### config.mk
export PLATFORM = sky130hd
export DESIGN_NAME = accumulator_control
export DESIGN_NICKNAME = d
export VERILOG_FILES = /design/src/rtl/acc_ctrl_pkg.sv /design/src/rtl/acc_ctrl_outputs.sv /design/src/rtl/accumulator_control.sv
export SDC_FILE = /design/constraint.sdc
export NUM_CORES = 1
export LEC_CHECK = 0
export ABC_AREA = 1
export CAP_MARGIN = 20
export CORE_AREA = 10 10 47 49
export CTS_BUF_LIST = sky130_fd_sc_hd__clkbuf_8 sky130_fd_sc_hd__clkbuf_16
export DETAILED_ROUTE_END_ITERATION = 16
export DIE_AREA = 0 0 57 59
export DONT_BUFFER_PORTS = 1
export GPL_ROUTABILITY_DRIVEN = 0
export GPL_TIMING_DRIVEN = 0
export MAX_ROUTING_LAYER = met4
export PLACE_DENSITY_LB_ADDON = 0.15
export SLEW_MARGIN = 20
export SYNTH_ARGS = -nofsm -noshare
export SYNTH_HDL_FRONTEND = slang
export SYNTH_SLANG_ARGS = --single-unit
### constraint.sdc
create_clock -name CLK -period 1.5 [get_ports CLK]
set_clock_uncertainty 0.2 [all_clocks]
set_input_delay 0.3 -clock CLK [delete_from_list [all_inputs] [get_ports CLK]]
set_output_delay 0.3 -clock CLK [all_outputs]
set_load 0.05 [all_outputs]
### src/rtl/acc_ctrl_pkg.sv
// Shared encodings for the accumulator machine control unit.
package acc_ctrl_pkg;

    localparam int unsigned OPW = 4;
    localparam int unsigned SW  = 4;

    localparam logic [OPW-1:0] OpHalt  = 4'h0;
    localparam logic [OPW-1:0] OpLoad  = 4'h1;
    localparam logic [OPW-1:0] OpStore = 4'h2;
    localparam logic [OPW-1:0] OpAdd   = 4'h3;
    localparam logic [OPW-1:0] OpSub   = 4'h4;
    localparam logic [OPW-1:0] OpAnd   = 4'h5;
    localparam logic [OPW-1:0] OpOr    = 4'h6;
    localparam logic [OPW-1:0] OpAddi  = 4'h7;
    localparam logic [OPW-1:0] OpBeq   = 4'h8;
    localparam logic [OPW-1:0] OpBne   = 4'h9;
    localparam logic [OPW-1:0] OpJump  = 4'hA;
    localparam logic [OPW-1:0] OpAddsp = 4'hB;

    typedef enum logic [SW-1:0] {
        StFetch  = 4'd0,
        StDecode = 4'd1,
        StAddr   = 4'd2,
        StMemrd  = 4'd3,
        StAccwb  = 4'd4,
        StMemwr  = 4'd5,
        StAcci   = 4'd6,
        StBr     = 4'd7,
        StJmp    = 4'd8,
        StSpadd  = 4'd9,
        StHalt   = 4'd10
    } state_e;

    typedef enum logic [1:0] {
        PcSrcAlu    = 2'd0,
        PcSrcZe     = 2'd1,
        PcSrcAluOut = 2'd2
    } pc_src_e;

    typedef enum logic [1:0] {
        MemAddrPc     = 2'd0,
        MemAddrSeLeft = 2'd1,
        MemAddrAluOut = 2'd2
    } mem_addr_e;

    typedef enum logic {
        MemDataAcc    = 1'b0,
        MemDataAluOut = 1'b1
    } mem_data_e;

    typedef enum logic [1:0] {
        SrcAPc  = 2'd0,
        SrcAAcc = 2'd1,
        SrcASp  = 2'd2
    } src_a_e;

    typedef enum logic [2:0] {
        SrcBMdr = 3'd0,
        SrcBSe  = 3'd1,
        SrcBZe  = 3'd2,
        SrcBSl1 = 3'd3,
        SrcBTwo = 3'd4
    } src_b_e;

    typedef enum logic [2:0] {
        AluAdd   = 3'd0,
        AluSub   = 3'd1,
        AluAnd   = 3'd2,
        AluOr    = 3'd3,
        AluPassB = 3'd4,
        AluPassA = 3'd5
    } alu_op_e;

    typedef struct packed {
        logic      ir_write;
        logic      pc_write;
        logic      branch;
        logic      bne_or_beq;
        pc_src_e   pc_src;
        mem_addr_e mem_addr;
        mem_data_e mem_data;
        logic      mem_write;
        logic      acc_write;
        logic      sp_write;
        src_a_e    alu_src_a;
        src_b_e    alu_src_b;
        alu_op_e   alu_op;
        logic      halted;
    } ctrl_t;

endpackage

### src/rtl/acc_ctrl_outputs.sv
// Moore output decode: (state, latched opcode) -> datapath control vector.
module acc_ctrl_outputs
    import acc_ctrl_pkg::*;
(
    input  logic           reset_i,
    input  state_e         state_i,
    input  logic [OPW-1:0] op_i,
    output ctrl_t          ctrl_o,
    output logic [SW-1:0]  state_o
);

    // Per-state control values; everything is forced low while reset is held.
    always_comb begin
        ctrl_o  = '0;
        state_o = state_i;
        if (reset_i) begin
            state_o = '0;
        end else begin
            case (state_i)
                StFetch: begin
                    ctrl_o.mem_addr  = MemAddrPc;
                    ctrl_o.alu_src_a = SrcAPc;
                    ctrl_o.alu_src_b = SrcBTwo;
                    ctrl_o.alu_op    = AluAdd;
                    ctrl_o.pc_src    = PcSrcAlu;
                    ctrl_o.pc_write  = 1'b1;
                end
                StDecode: ctrl_o.ir_write = 1'b1;
                StAddr: begin
                    ctrl_o.alu_src_b = SrcBZe;
                    ctrl_o.alu_op    = AluPassB;
                end
                StMemrd: ctrl_o.mem_addr = MemAddrAluOut;
                StAccwb: begin
                    ctrl_o.alu_src_a = SrcAAcc;
                    ctrl_o.alu_src_b = SrcBMdr;
                    ctrl_o.acc_write = 1'b1;
                    case (op_i)
                        OpAdd:   ctrl_o.alu_op = AluAdd;
                        OpSub:   ctrl_o.alu_op = AluSub;
                        OpAnd:   ctrl_o.alu_op = AluAnd;
                        OpOr:    ctrl_o.alu_op = AluOr;
                        default: ctrl_o.alu_op = AluPassB;
                    endcase
                end
                StMemwr: begin
                    ctrl_o.mem_addr  = MemAddrAluOut;
                    ctrl_o.mem_data  = MemDataAcc;
                    ctrl_o.mem_write = 1'b1;
                end
                StAcci: begin
                    ctrl_o.alu_src_a = SrcAAcc;
                    ctrl_o.alu_src_b = SrcBSe;
                    ctrl_o.alu_op    = AluAdd;
                    ctrl_o.acc_write = 1'b1;
                end
                StBr: begin
                    // Taken/not-taken is resolved by the PC unit from Zero.
                    ctrl_o.alu_src_a  = SrcAAcc;
                    ctrl_o.alu_op     = AluPassA;
                    ctrl_o.branch     = 1'b1;
                    ctrl_o.bne_or_beq = op_i[0];
                    ctrl_o.pc_src     = PcSrcZe;
                end
                StJmp: begin
                    ctrl_o.pc_src   = PcSrcZe;
                    ctrl_o.pc_write = 1'b1;
                end
                StSpadd: begin
                    ctrl_o.alu_src_a = SrcASp;
                    ctrl_o.alu_src_b = SrcBSe;
                    ctrl_o.alu_op    = AluAdd;
                    ctrl_o.sp_write  = 1'b1;
                end
                StHalt:  ctrl_o.halted = 1'b1;
                default: ctrl_o = '0;
            endcase
        end
    end

endmodule

### src/rtl/accumulator_control.sv
// Multicycle control FSM for the accumulator datapath.
module accumulator_control
    import acc_ctrl_pkg::*;
(
    input  logic          CLK,
    input  logic          reset,
    input  logic [15:0]   Instr,
    input  logic          Zero,
    output logic          IRWrite,
    output logic          PCWrite,
    output logic          Branch,
    output logic          bneOrbeq,
    output logic [1:0]    PCSrc,
    output logic [1:0]    MemAddr,
    output logic          MemData,
    output logic          MemWrite,
    output logic          AccWrite,
    output logic          SpWrite,
    output logic [1:0]    ALUSrcA,
    output logic [2:0]    ALUSrcB,
    output logic [2:0]    ALUOp,
    output logic          halted,
    output logic [SW-1:0] state
);

    state_e         state_q, state_d;
    logic [OPW-1:0] op_q, op_d;
    ctrl_t          ctrl;

    // Zero goes straight to the PC unit; only the opcode field of Instr matters here.
    logic unused_inputs;
    assign unused_inputs = ^{Zero, Instr[11:0]};

    // Next-state selection; the opcode is captured while in DECODE.
    always_comb begin
        state_d = state_q;
        op_d    = op_q;
        case (state_q)
            StFetch: state_d = StDecode;
            StDecode: begin
                op_d = Instr[15:12];
                case (Instr[15:12])
                    OpHalt:                                     state_d = StHalt;
                    OpLoad, OpStore, OpAdd, OpSub, OpAnd, OpOr: state_d = StAddr;
                    OpAddi:                                     state_d = StAcci;
                    OpBeq, OpBne:                               state_d = StBr;
                    OpJump:                                     state_d = StJmp;
                    OpAddsp:                                    state_d = StSpadd;
                    default:                                    state_d = StFetch;
                endcase
            end
            StAddr:  state_d = (op_q == OpStore) ? StMemwr : StMemrd;
            StMemrd: state_d = StAccwb;
            StAccwb, StMemwr, StAcci, StBr, StJmp, StSpadd: state_d = StFetch;
            StHalt:  state_d = StHalt;
            default: state_d = StFetch;
        endcase
    end

    // State and opcode registers with synchronous reset.
    always_ff @(posedge CLK) begin
        if (reset) begin
            state_q <= StFetch;
            op_q    <= '0;
        end else begin
            state_q <= state_d;
            op_q    <= op_d;
        end
    end

    acc_ctrl_outputs u_outputs (
        .reset_i (reset),
        .state_i (state_q),
        .op_i    (op_q),
        .ctrl_o  (ctrl),
        .state_o (state)
    );

    assign IRWrite  = ctrl.ir_write;
    assign PCWrite  = ctrl.pc_write;
    assign Branch   = ctrl.branch;
    assign bneOrbeq = ctrl.bne_or_beq;
    assign PCSrc    = ctrl.pc_src;
    assign MemAddr  = ctrl.mem_addr;
    assign MemData  = ctrl.mem_data;
    assign MemWrite = ctrl.mem_write;
    assign AccWrite = ctrl.acc_write;
    assign SpWrite  = ctrl.sp_write;
    assign ALUSrcA  = ctrl.alu_src_a;
    assign ALUSrcB  = ctrl.alu_src_b;
    assign ALUOp    = ctrl.alu_op;
    assign halted   = ctrl.halted;

endmodule

==> impl_metrics.toml, run 1 <==
[global_route]
grt_max_degree = 11
antenna_found_initial = 0

[synth]
synth_cell_type_count = 21
muxShareOfSynthArea = 0
avgSynthCellArea_um2 = 5.80
ys_seq_area_frac = 0.240
ys_seq_elements = 8
syn_inst = 115
synth_area_um2 = 667
yosys.area_share.simple = 0.469
synth-compound-area-share = 0.116
ys_warn_count = 0
synth_xor_area_frac = 0
synthAdderAreaFrac = 0
synth_top_family_by_area = "simple AND/OR/NAND/NOR gates"

[floorplan]
dieHeight_um = 59
fp-row-count = 14
fp.dieW_um = 57
initial_core_util = 0.476
boundaryPins = 44

[outcome]
run_status = "did not finish"
stop_stage = "global routing"
firstError = "[ERROR DPL-0033] detailed placement checks failed during check placement."

[place]
place_ws_ns = -0.385
port_buffers = 0
dp_hpwl_mm = 1.54

[clock_network]
cts_buffers = 3
h-tree-depth = 1
clock_path_buffers = 2
clock-sinks = 8
cts_hold_buf = 0
cts_root_buffer = "clkbuf_8"

[sta]
grt_worst_setup_endpoint = "ALUOp[0]"
worstEndpointType = "output port"
[cells in the mapped netlist]
master   number  share of area
a21oi_1       6          0.045
inv_2         4          0.023
buf_4         4          0.045
nand4_1       1         0.0094
nand2_1      22           0.12
o22ai_1       2          0.019
nand2_4       1          0.017
dfxtp_1       8           0.24
nor2_4        1          0.017
nand3_1       8          0.060
conb_1        1         0.0056
o21ai_0       6          0.045
nor4_1        1         0.0094
nand2_2       3          0.028
nand3_2       1          0.015
buf_6         2          0.034
nor3_1        3          0.023
nor3_2        1          0.015
o21ai_1       1         0.0075
nor2_1       27           0.15
inv_1        12          0.068
[metrics by stage]
stage	cells	utilization	cell area, µm²
2_1_floorplan	117	-	875
3_3_place_gp	133	0.638	895
3_5_place_dp	133	0.638	895
4_1_cts	150	0.859	1200
[kinds of logic after synthesis]
group | after synthesis
AND/OR/NAND/NOR | 69
buffers and inverters | 22
AO/OA/AOI/OAI | 15
other | 1
flip-flops | 8
[timing repair]
action | CTS
setup buffers | 14
resized for setup | 36
pin swaps | 16
setup endpoints to repair | 21
==> run 2: changes to the inputs <==
--- a/config.mk
+++ b/config.mk
@@ -7,14 +7,12 @@
 export LEC_CHECK = 0
 export ABC_AREA = 1
 export CAP_MARGIN = 20
-export CORE_AREA = 10 10 47 49
-export CTS_BUF_LIST = sky130_fd_sc_hd__clkbuf_8 sky130_fd_sc_hd__clkbuf_16
+export CORE_AREA = 10 10 71 73
 export DETAILED_ROUTE_END_ITERATION = 16
-export DIE_AREA = 0 0 57 59
+export DIE_AREA = 0 0 81 83
 export DONT_BUFFER_PORTS = 1
 export GPL_ROUTABILITY_DRIVEN = 0
 export GPL_TIMING_DRIVEN = 0
-export MAX_ROUTING_LAYER = met4
 export PLACE_DENSITY_LB_ADDON = 0.15
 export SLEW_MARGIN = 20
 export SYNTH_ARGS = -nofsm -noshare
==> run 2 against run 1 <==
The flow now finishes, with violations (setup timing). Synthesized area unchanged. Synthesized cell count unchanged.
==> impl_metrics.toml, run 2 <==
[floorplan]
dieHeight_um = 83
boundaryPins = 44
fp.dieW_um = 81
fp-row-count = 22
die_area_mm2 = 0.00672
core_mm2 = 0.00363
initial_core_util = 0.184

[layout]
final_core_util = 0.416
antennaDiodeCount = 0
final_area_mm2 = 0.00151
final_cell_mix = "buf_4, nor2_4, nand2_1"
fin_cells = 197
nNetsFinal = 170
area_growth_pct = 127
final_common_cell = "buf_4"
drive_gt1_frac = 0.671
reg.largest.list = "op_q x4, state_q x4"

[synth]
synth_flop_cell = "dfxtp_1"
ys_warn_count = 0
syn_inst = 115
synthArstFlopShare = 0
synth_edf_count = 0
avgSynthCellArea_um2 = 5.80
synth_cell_type_count = 21
yosysMostFrequentCell = "nor2_1"
ys_seq_area_frac = 0.240
synthTopCellsByCount = "nor2_1, nand2_1, inv_1, dfxtp_1, nand3_1"
synth.top_cells.by_area = "dfxtp_1, nor2_1, nand2_1, inv_1, nand3_1"
synth_area_um2 = 667
yosys.area.top_type = "dfxtp_1"
ys_seq_elements = 8
synth_top_area_frac = 0.240

[sta]
fmax_mhz = 498
whs_ns = 0.0436
setup_viol = 22
min_period_ns = 2.01
slew_headroom = 0.499
hold_viol = 0
slew_viol_final = 0
finalCritPeriodShare = 1.34
setup_ws_ns = -0.508
max_slew.worst_pin.slew_ns = 0.746
rsz0062_at_grt = "true"

[outcome]
run_status = "finished with violations"
violations = "setup timing"

[route]
vias = 834
drt-total-wl_mm = 2.72
viasPerCell = 4.23
drc_errors = 0
first_pass_iters = 3
routedWlPerCell_um = 13.8
drt_first_iter_violations = 20
ant_nets = 0

[clock_network]
clkTransAtPathRegs_ns = 0.04
clock_path_buffers = 2
h-tree-depth = 1
cts_root_buffer = "clkbuf_8"
clkLatencyLatePin_ns = 0.23
cts_tree = "done"
cts_hold_buf = 0
clock-sinks = 8
cts_buffers = 3

[worst_setup_path]
r2r_setup_slack_ns = -0.01
cp.arrival_ns = 1.51
cp-start-kind = "flop"
critPathTopFamily = "simple AND/OR/NAND/NOR gates"
critical_path.slowest_cell = "nor3_4"
worstPathRequired_ns = 1.00
endpoint_kind = "output port"
cp_cell_sequence = "inv_6 > nand2_8 > nor3_4 > nand2_2 > nand2_4"
cp_max_fo = 4
max_stage_delay_ns = 0.46
worstSetupPathType = "reg -> out"
crit_buf_inv = 1

[job]
cap_violations = 0

[global_route]
grt_pass1_vias = 848
overflow = 0
grt_pass1_wl_mm = 4.33
antenna_found_initial = 0
grt_max_degree = 11
grt_usage = 0.0798

[place]
port_buffers = 0
place_ws_ns = -0.378
dp_hpwl_mm = 1.90
dp_cells = 165
place_area_um2 = 935

[power]
ir_worst_vdd_uv = 220
power_density_mw_per_mm2 = 810
p_leak_uw = 0.000597

[worst_hold_path]
hp-class = "in -> reg"
run 2: cell counts after synthesis:
Identical to the previous run, type by type.
run 2: power breakdown:
| part | internal (µW) | switching [µW] | leakage (µW) |
|---|---|---|---|
| registers | 240 | 39.9 | 0.0000689 |
| logic | 284 | 403 | 0.000507 |
| clock network | 174 | 84.0 | 0.0000216 |
run 2: metrics by stage:
| step | power [µW] | setup TNS [ns] |
|---|---|---|
| 3_3_place_gp | 660 | -4.32 |
| 3_5_place_dp | 660 | -4.26 |
| 6_report | 1220 | -7.12 |
| 2_1_floorplan | 611 | -2.22 |
| 5_1_grt | 1300 | -8.55 |
| 4_1_cts | 1140 | -7.01 |
run 2: routing by layer:
layer  share of wire  vias to the layer above  global-route usage
met5               0                        -                   0
met4           0.018                        0              0.0423
met3           0.071                        4              0.0237
met2            0.50                       22               0.125
met1            0.41                      370              0.0941
li1                -                      438                   -
run 2: repair_timing:
| item | 4_1_cts | 5_1_grt |
|---|---|---|
| cloned | 0 | 0 |
| gates resized for setup | 42 | 27 |
| setup endpoints to repair | 21 | 29 |
| pin swaps | 23 | 18 |
| hold endpoints to repair | 0 | 0 |
| buffers inserted | 21 | 8 |
run 2: cell type report:
cell class	instances	area, µm²
inverter	16	104
clock buffer	3	41.3
multi-input combinational	87	759
timing repair buffer	29	302
tap	48	60.1
sequential	8	176
buffer	6	68.8
fill	382	2120
run 2: path summary, 6_finish.rpt:
kind                                 start       end  cells past startpoint
worst min-delay path             Instr[15]   op_q[3]                      2
worst max register to register  state_q[3]   op_q[2]                      8
worst min register to register     op_q[3]   op_q[3]                      2
worst max-delay path            state_q[0]  PCSrc[0]                      5
run 2: kinds of logic after synthesis:
logic type / after synthesis / share of synthesized area
buffers and inverters: 22 / 0.169
other: 1 / 0.00562
AO/OA/AOI/OAI: 15 / 0.116
flip-flops: 8 / 0.240
AND/OR/NAND/NOR: 69 / 0.469
run 2: worst reg2reg max path, stage by stage, from the launching register on:
cell	delay (ns)
dfxtp_4	0.36
inv_8	0.08
buf_6	0.11
nand2_8	0.08
buf_6	0.13
nor2_4	0.15
buf_4	0.15
o21ai_1	0.05
a21oi_1	0.11
Note: power is estimated with default switching activity, not from simulation.
==> run 3: changes to the inputs <==
--- a/config.mk
+++ b/config.mk
@@ -11,7 +11,7 @@
 export DETAILED_ROUTE_END_ITERATION = 16
 export DIE_AREA = 0 0 81 83
 export DONT_BUFFER_PORTS = 1
-export GPL_ROUTABILITY_DRIVEN = 0
+export GPL_ROUTABILITY_DRIVEN = 1
 export GPL_TIMING_DRIVEN = 0
 export PLACE_DENSITY_LB_ADDON = 0.15
 export SLEW_MARGIN = 20
==> constraint.sdc (replaced) <==
create_clock -name CLK -period 2.2 [get_ports CLK]
set_clock_uncertainty 0.2 [all_clocks]
set_input_delay 0.44 -clock CLK [delete_from_list [all_inputs] [get_ports CLK]]
set_output_delay 0.44 -clock CLK [all_outputs]
set_load 0.05 [all_outputs]
==> run 3 against run 2 <==
The run now ends clean. Setup slack improved by 0.51 ns. Core utilization is 13 points lower. First-iteration DRC count up 60%. Flip-flop and latch count unchanged. Critical path depth unchanged. Non-clock buffer count shrank 21. Die area is the same. Cell count down 11%. Count of clock-buffer cells in the layout unchanged. Routed wire length is 14% lower. Cell area down 31%. Critical path type unchanged. Critical endpoint unchanged. Largest cell class unchanged. Largest power group unchanged.
==> impl_metrics.toml, run 3 (synthesis results as in run 2) <==
[global_route]
antenna_found_initial = 0
grt_pass1_wl_mm = 3.50
overflow = 0
grt_pass1_vias = 698
grt_max_degree = 11
grt_usage = 0.0646

[clock_network]
h-tree-depth = 1
cts_tree = "done"
cts_hold_buf = 0
cts_root_buffer = "clkbuf_8"
clkLatencyLatePin_ns = 0.22
clkTransAtPathRegs_ns = 0.04
cts_buffers = 3
clock_path_buffers = 2
clock-sinks = 8

[worst_setup_path]
worstSetupPathType = "reg -> out"
cp.arrival_ns = 1.56
cp_cell_sequence = "inv_6 > nand2_8 > nor3_4 > nand2_2 > nand2_4"
cp_max_fo = 5
worstPathRequired_ns = 1.56
max_stage_delay_ns = 0.47
critical_path.slowest_cell = "nor3_4"
endpoint_kind = "output port"
cp-start-kind = "flop"

[route]
vias = 753
drt-total-wl_mm = 2.34
ant_nets = 0
routedWlPerCell_um = 13.3
drt_first_iter_violations = 32
viasPerCell = 4.28
drc_errors = 0
first_pass_iters = 4

[layout]
final_area_mm2 = 0.00104
nNetsFinal = 149
final_common_cell = "nor2_1"
multi_input_area_um2 = 573
final_cell_mix = "nor2_1, nand2_1, buf_4"
area_growth_pct = 56.5
antennaDiodeCount = 0
regArea_um2 = 170
fin_cells = 176
reg.largest.list = "op_q x4, state_q x4"
drive_gt1_frac = 0.461
fillers = 419

[outcome]
run_status = "finished, final reports clean"

[place]
gp_congestion = 0.729
dp_hpwl_mm = 1.81
port_buffers = 0
dp_cells = 165
place_area_um2 = 767

[floorplan]
initial_core_util = 0.184
fp-row-count = 22
dieHeight_um = 83
fp.dieW_um = 81
boundaryPins = 44
die_area_mm2 = 0.00672
core_mm2 = 0.00363

[sta]
hold_viol = 0
fmax_mhz = 455
min_period_ns = 2.20
rsz0062_at_grt = "true"
slew_headroom = 0.379
max_slew.worst_pin.slew_ns = 0.928
slew_viol_final = 0
finalCritPeriodShare = 0.998
setup_viol = 0
fin_tns_setup_ns = 0

[job]
cap_violations = 0

[power]
power_density_mw_per_mm2 = 628
p_leak_uw = 0.000408
power.total_uw = 656
ir_worst_vdd_uv = 140

[worst_hold_path]
hp-class = "in -> reg"
## run 3: worst max-delay path, delay by kind of cell, from the launching register on
| kind | cells | cell delay [ns] |
|---|---|---|
| buf+inv | 1 | 0.09 |
| flops | 1 | 0.36 |
| simple gates | 4 | 0.88 |
## run 3: layer usage
metal	global-route usage	part of all wire	up-vias
met5	0	0	-
met4	0.0329	0.015	0
met3	0.0269	0.095	4
met2	0.0879	0.44	25
met1	0.0834	0.45	342
li1	-	-	382
## run 3: path summary, 6_finish.rpt
| check | cells past startpoint | slack, ns | startpoint | to |
|---|---|---|---|---|
| worst min-delay path | 2 | 0.19 | Instr[15] | op_q[3] |
| worst min register to register | 2 | 0.32 | op_q[3] | op_q[3] |
| worst max register to register | 8 | 0.79 | state_q[1] | state_q[0] |
| worst max-delay path | 5 | 0.004 | state_q[0] | PCSrc[0] |
## run 3: power breakdown
group | total, µW | leakage (µW) | switching (µW) | internal [µW]
logic | 296 | 0.000319 | 210 | 86.5
registers | 189 | 0.0000678 | 24.5 | 165
clock network | 170 | 0.0000216 | 52.3 | 118
## run 3: layout make-up
type / count / share of cell area
Buffer: 6 / 0.0576
Timing Repair Buffer: 8 / 0.0576
Inverter: 16 / 0.0755
Clock buffer: 3 / 0.0396
Tap cell: 48 / 0.0576
Sequential cell: 8 / 0.163
Multi-Input combinational cell: 87 / 0.549
## run 3: repair_timing
action                                  in CTS  in global routing
endpoints found under the setup margin      15                 13
setup buffers                                0                  8
pin swaps                                    4                 11
gates resized for setup                     28                 21
## run 3: stage by stage
step	util	setup WS, ns	hold WS (ns)
CTS	0.249	-0.106	0.189
global route	0.287	-0.0456	0.191
floorplan	-	-0.176	0.264
global placement	0.207	-0.363	0.297
detailed placement	0.211	-0.416	0.306
finish	0.287	0.00429	0.187
